===== src/rtl/low_band_fir.sv =====
// Streaming FIR: multiplies a burst of TAPS queue samples by ROM coefficients,
// accumulates, then emits one saturated Q1.15-scaled result per full burst.
module low_band_fir #(
  parameter int TAPS = 1021
) (
  input  logic               clk,
  input  logic               rst,
  input  logic signed [15:0] smpl_in,
  input  logic               sequencing,
  input  logic signed [15:0] coeff_in,
  output logic [9:0]         coeff_addr,
  output logic signed [15:0] smpl_out,
  output logic               valid_out,
  output logic               short_seq,
  output logic [1:0]         dbg_state
);

  typedef enum logic [1:0] {
    IDLE  = 2'd0,
    ACCUM = 2'd1,
    FLUSH = 2'd2
  } state_t;

  localparam logic [9:0] TAPS_C = 10'(TAPS);

  state_t             state, state_n;
  logic [9:0]         cnt, cnt_n;
  logic signed [41:0] acc, acc_n;
  logic signed [15:0] smpl_d, smpl_d_n;
  logic signed [15:0] out_n;
  logic               valid_n, short_n;
  logic               seq_d, armed, start;
  logic signed [31:0] prod;
  logic signed [41:0] sum, shifted;
  logic signed [15:0] sat_val;

  // armed blocks a false start when sequencing is already high at reset release
  assign start      = sequencing & ~seq_d & armed;
  assign coeff_addr = cnt;
  assign dbg_state  = state;

  // smpl_d and coeff_in are aligned: both belong to sample index cnt-1
  assign prod    = smpl_d * coeff_in;
  assign sum     = acc + {{10{prod[31]}}, prod};
  assign shifted = sum >>> 15;

  always_comb begin
    if (shifted > 42'sd32767)
      sat_val = 16'sh7FFF;
    else if (shifted < -42'sd32768)
      sat_val = 16'sh8000;
    else
      sat_val = shifted[15:0];
  end

  always_comb begin
    state_n  = state;
    cnt_n    = cnt;
    acc_n    = acc;
    smpl_d_n = smpl_d;
    out_n    = smpl_out;
    valid_n  = 1'b0;
    short_n  = 1'b0;
    case (state)
      IDLE: begin
        cnt_n = 10'd0;
        if (start) begin
          smpl_d_n = smpl_in;
          cnt_n    = 10'd1;
          acc_n    = '0;
          state_n  = (TAPS_C == 10'd1) ? FLUSH : ACCUM;
        end
      end
      ACCUM: begin
        acc_n = sum;
        if (!sequencing) begin
          state_n = IDLE;
          cnt_n   = 10'd0;
          short_n = 1'b1;
        end else if (cnt < TAPS_C) begin
          smpl_d_n = smpl_in;
          cnt_n    = cnt + 10'd1;
          if (cnt + 10'd1 == TAPS_C) state_n = FLUSH;
        end
      end
      FLUSH: begin
        out_n   = sat_val;
        valid_n = 1'b1;
        cnt_n   = 10'd0;
        state_n = IDLE;
      end
      default: begin
        state_n = IDLE;
        cnt_n   = 10'd0;
      end
    endcase
  end

  always_ff @(posedge clk or posedge rst) begin
    if (rst) begin
      state     <= IDLE;
      cnt       <= '0;
      acc       <= '0;
      smpl_d    <= '0;
      seq_d     <= 1'b0;
      armed     <= 1'b0;
      smpl_out  <= '0;
      valid_out <= 1'b0;
      short_seq <= 1'b0;
    end else begin
      state     <= state_n;
      cnt       <= cnt_n;
      acc       <= acc_n;
      smpl_d    <= smpl_d_n;
      seq_d     <= sequencing;
      armed     <= armed | ~sequencing;
      smpl_out  <= out_n;
      valid_out <= valid_n;
      short_seq <= short_n;
    end
  end

endmodule

===== config.mk =====
export PLATFORM = sky130hd
export DESIGN_NAME = low_band_fir
export DESIGN_NICKNAME = d
export VERILOG_FILES = /design/src/rtl/low_band_fir.sv
export SDC_FILE = /design/constraint.sdc
export NUM_CORES = 1
export LEC_CHECK = 0
export CORE_ASPECT_RATIO = 0.6
export CORE_MARGIN = 3
export CORE_UTILIZATION = 29
export DETAILED_ROUTE_END_ITERATION = 8
export DONT_BUFFER_PORTS = 1
export PLACE_DENSITY = 0.4
export SYNTH_ARGS = -nofsm -noshare
export SYNTH_HDL_FRONTEND = slang
export SYNTH_SLANG_ARGS = --single-unit

===== constraint.sdc =====
create_clock -name clk -period 11.4 [get_ports clk]
set_clock_uncertainty 0.15 [all_clocks]
set_input_delay 2.28 -clock clk [delete_from_list [all_inputs] [get_ports clk]]
set_output_delay 2.28 -clock clk [all_outputs]
set_load 0.02 [all_outputs]

After elaboration in Yosys (flattened, before gate mapping):

Cells that the tools add are included.

* flip-flop bits (word level): 90
* output and inout port bits: 30

* $add $sub $neg: 2
* multiply operators: 1
* order comparisons: 3
* equal/unequal tests: 8
* multiplexer cells: 20
* bitwise operators: 5
* reduce and logical (&&, ||, !) cells: 5

Operator list (count)
* 42-bit one-hot mux with 2 select lines: 1
* 16-bit 2-to-1 mux: 5
* 42-bit adder: 1
* 42-bit 2-to-1 mux: 1
* 16-bit by 16-bit multiplier with 32-bit output: 1
* 16-bit one-hot mux with 2 select lines: 1
* 27-bit by 16-bit greater-than comparator with 1-bit output, second input constant: 1
* 27-bit by 16-bit less-than comparator with 1-bit output, second input constant: 1
* 10-bit 2-to-1 mux: 2
* 10-bit one-hot mux with 2 select lines: 1
* 10-bit by 1-bit adder with 10-bit output, second input constant: 1
* 10-bit == test, second input constant: 1
* 10-bit less-than comparator, second input constant: 1
* 2-bit 2-to-1 mux: 4
* 2-bit inequality test, second input constant: 3
* 3-bit inequality test, second input constant: 2
* 1-bit 2-to-1 mux: 4
* 2-bit one-hot mux with 2 select lines: 1
* 4-bit AND reduction: 1
* 3-bit AND reduction: 1
* 1-bit bitwise AND: 2
* 2-bit by 1-bit == test with 1-bit output, second input constant: 1
* 2-bit == test, second input constant: 1
* 2-bit logical NOT: 1
* 4 further kinds: 5

Longest topological paths before layout:

* depth in word-level cells: 6
* depth in mapped cells: 42
* gate-level depth less buffers: 39

Worst setup path after synthesis:

No wires, ideal clock.

* kind: input to register
* from: input coeff_in[1]
* to: register smpl_out[0]
* arrival time: 11201 ps
* path slack: -24 ps
* cell stages on the path: 36
* buffers on the path: 2
* cell sequence: clkbuf_1 > nand2_1 > inv_1 > fa_1 > inv_1 > fa_1 > inv_1 > fa_1 > fa_1 > fa_1 > inv_1 > fa_1 > inv_1 > ha_1 > and4_1 > a21oi_1 > nand2_1 > a31o_1 > a221o_1 > a311o_1 > a21oi_2 > xnor2_1 > ha_1 > a21oi_1 > o21ai_1 > a31o_2 > a21o_1 > a221oi_1 > a21boi_0 > xor2_1 > nor3_1 > nand4_1 > nor4_2 > buf_2 > o21ai_0 > a21oi_2

* longest elaborated chain between the ends: 5
* elaborated cells on any way between the ends: 6
* those cells by class: add/sub (1); mul (1); order compare (2); mux (2)

RTL lines
* from (decl): RTL line 10 `input logic signed [15:0] coeff_in,`
* 16-bit by 16-bit multiplier with 32-bit output (*): RTL line 43 `assign prod = smpl_d * coeff_in;`
* 42-bit adder (*): RTL line 44 `assign sum = acc + {{10{prod[31]}}, prod};`
* 27-bit by 16-bit less-than comparator with 1-bit output: RTL line 50 `else if (shifted < -42'sd32768)`
* 16-bit 2-to-1 mux: RTL line 50
* 16-bit 2-to-1 mux (*): RTL line 48 `if (shifted > 42'sd32767)`
* to (signal assigned): RTL line 117 `smpl_out <= out_n;`
* to (decl): RTL line 12 `output logic signed [15:0] smpl_out,`

Every way passes the cells marked *; elsewhere a longest branch is shown, timed or not.
A chain may end at the register's enable or synchronous reset.

Worst setup path after layout:

* from: input coeff_in[12]
* to: register smpl_out[14]

Same word-level chain as after synthesis.

==> impl_metrics.env <==
export IMPL_status="complete, no violations"
export IMPL_io_pins=65
export IMPL_worstSetupPathType="in2reg"
export IMPL_critPathMaxFanout=16
export IMPL_dp_hpwl_um=35560
export IMPL_drt_wl_total_um=43410
export IMPL_htreeDepth=3
export IMPL_syn2layout_area_growth_pct=8.773
export IMPL_die_width_um=307.2
export IMPL_clockBufferDepth=2
export IMPL_syn_area_per_cell_sq_um=8.904
export IMPL_slew_headroom=0.3157
export IMPL_vias_per_cell=4.710
export IMPL_ys_warnings_count=0
export IMPL_arrival_ps=11070
export IMPL_n_antenna_cell=0
export IMPL_ys_seq_area_frac=0.1427
export IMPL_worstHoldPathType="reg2reg"
export IMPL_max_freq_ghz=0.09184
export IMPL_routabilityCongestion=0.7898
export IMPL_syn_inst=1773
export IMPL_core_sq_um=53190
export IMPL_initial_core_util=0.2968
export IMPL_globalRouteOverflowTotal=0
export IMPL_dieArea_sq_um=57370
export IMPL_cts_tree="done"
export IMPL_vias=11682
export IMPL_grt_antenna_before_repair=2
export IMPL_routedWlPerCell_um=17.50
export IMPL_fin_tns_setup_ps=0
export IMPL_synth_edf_count=0
export IMPL_cts_root_buffer="clkbuf_16"
export IMPL_max_cap_violations=0
export IMPL_finalMaxSlewViolations=0
export IMPL_max_stage_delay_ps=550
export IMPL_start_kind="input port"
export IMPL_fin_crit_sh=0.9552
export IMPL_clock_latency_ps=390
export IMPL_fin_nets=2198
export IMPL_synth_area_sq_um=15790
export IMPL_die_h_um=186.7
export IMPL_grt_pass1_vias=11978
export IMPL_ys_flop_type="dfrtp_1"
export IMPL_ant_nets=0
export IMPL_critPathMostFrequentCell="fa_1"
export IMPL_drt_iter0_markers=675
export IMPL_drive_gt1_frac=0.06190
export IMPL_cts_buffers=9
export IMPL_grt_max_degree=64
export IMPL_dr_pass1_iters=5
export IMPL_async_reset_ff_frac=1.000
export IMPL_synth_seq_cells=90
export IMPL_end_kind="flip-flop"
export IMPL_cts_sinks=90
export IMPL_worst_pin_slew_ps=1022
export IMPL_cp_slowest_cell="fa_1"
export IMPL_hold_viol_final=0
export IMPL_rows=65
export IMPL_fin_crit_ps=10890
export IMPL_grt_pass1_wl_um=70430
export IMPL_clkTransAtPathRegs_ps=80
export IMPL_ys_types=69
export IMPL_fill_cells=5700
export IMPL_port_buffers=0
export IMPL_crit_required_ps=11580
export IMPL_setup_viol=0
export IMPL_syn_num_nets=2199
export IMPL_drc=0
export IMPL_track_usage=0.1570
synth_stat cells, types with 4 or more instances:
| library cell | n | area share |
|---|---|---|
| inv_1 | 345 | 0.082 |
| xor2_1 | 32 | 0.018 |
| o21ai_1 | 12 | 0.0038 |
| a21oi_1 | 80 | 0.025 |
| a31oi_1 | 4 | 0.0016 |
| nand3_1 | 19 | 0.0060 |
| o21ai_0 | 58 | 0.018 |
| a211oi_1 | 9 | 0.0043 |
| o21a_1 | 10 | 0.0048 |
| dfrtp_1 | 90 | 0.14 |
| nor2b_1 | 11 | 0.0044 |
| clkbuf_1 | 53 | 0.013 |
| and3_1 | 8 | 0.0032 |
| nand2_1 | 228 | 0.054 |
| o21bai_1 | 15 | 0.0071 |
| mux2_2 | 16 | 0.011 |
| a21o_1 | 23 | 0.011 |
| nand4_1 | 9 | 0.0036 |
| a21oi_2 | 12 | 0.0067 |
| o22ai_1 | 19 | 0.0075 |
| nor2_1 | 68 | 0.016 |
| nand2b_1 | 13 | 0.0052 |
| nor4_1 | 7 | 0.0028 |
| ha_1 | 128 | 0.10 |
| nor3_1 | 9 | 0.0029 |
| fa_1 | 263 | 0.33 |
| xnor2_1 | 51 | 0.028 |
| and2_1 | 123 | 0.049 |
final timing paths:
path | start | cells past startpoint | slack (ps) | to
worst max-delay path | coeff_in[12] | 38 | 510 | smpl_out[14]
worst min-delay path | armed | 1 | 320 | armed
worst max register to register | smpl_d[6] | 39 | 1540 | smpl_out[14]
worst min register to register | armed | 1 | 320 | armed
max in group asynchronous | rst | 2 | 8220 | smpl_out[8]
min in group asynchronous | rst | 1 | 1620 | acc[0]
repair_timing:
| item | CTS | global route |
|---|---|---|
| buffers inserted | 0 | 5 |
| hold buffers | 0 | 0 |
| endpoints found under the setup margin | 0 | 16 |
| resized for setup | 0 | 12 |
worst max-delay path: cells and delay by family:
| family | cells | cell delay [ps] |
|---|---|---|
| adder cells (fa/ha/maj) | 8 | 3820 |
| AO/OA/AOI/OAI | 16 | 2820 |
| AND/OR/NAND/NOR | 6 | 1120 |
| buffers and inverters | 6 | 590 |
| XOR/XNOR | 2 | 410 |
cells in the final DEF, fill, tap and decap left out, types with 3 or more instances in the layout:
cell type and n:
a211oi_1 8, a21o_1 23, a21oi_1 78, a21oi_2 14, a31oi_1 4, a41oi_1 3
and2_1 123, and3_1 8, and4_1 3, buf_4 41, clkbuf_16 9, dfrtp_1 90
fa_1 263, ha_1 128, inv_1 344, mux2_2 16, nand2_1 228, nand2b_1 12
nand3_1 19, nand4_1 9, nor2_1 68, nor2b_1 10, nor3_1 9, nor4_1 6
o211ai_1 3, o21a_1 10, o21ai_0 58, o21ai_1 12, o21bai_1 15, o22ai_1 18
o31ai_1 3, xnor2_1 50, xor2_1 31
per-layer routing:
layer  part of all wire  global-route usage  vias up
met5                  0                   0        -
met4             0.0058             0.01798        0
met3              0.046             0.02972       15
met2               0.40              0.2101      180
met1               0.55              0.2610     5937
li1                   -                   -     5550
layout make-up:
class	count	area [sq um]	share of cell area
multi-input cells	1281	12080	0.7037
clock inverters	7	95.09	0.005537
well taps	703	879.6	0.05122
inverters	346	1301	0.07577
clock buffers	9	225.2	0.01311
flip-flops and latches	90	2252	0.1311
repair buffers	44	335.3	0.01953
metrics by stage:
step / cells / util / area, sq um / hold WS (ps) / setup WS (ps)
global route: 2480 / 0.3229 / 17170 / 378.2 / -36.51
finish: 2480 / 0.3229 / 17170 / 321.9 / 511.0
CTS: 2473 / 0.3210 / 17070 / 329.4 / 331.8
detailed placement: 2457 / 0.3150 / 16750 / 304.2 / -78.57
floorplan: 1773 / - / 15800 / 285.0 / 131.1
global placement: 2457 / 0.3150 / 16750 / 302.7 / -26.81
logic make-up after synthesis:
logic type / synth area share
xor gates and xnor gates: 0.04708
AOI/OAI and AO/OA: 0.1130
DFF: 0.1427
and+or+nand+nor: 0.1537
adders and majority gates: 0.4349
muxes: 0.01205
buffers and inverters: 0.09661
sequential cells by signal, summed over array words and instances, names as in the netlist:
name / cells
armed: 1
smpl_d: 16
smpl_out: 16
seq_d: 1
acc: 42
dbg_state: 2
short_seq: 1
coeff_addr: 10
valid_out: 1
Power is left out: the tool's default activity adds up to more than one toggle a clock period on the data nets, which glitch-free logic cannot reach.
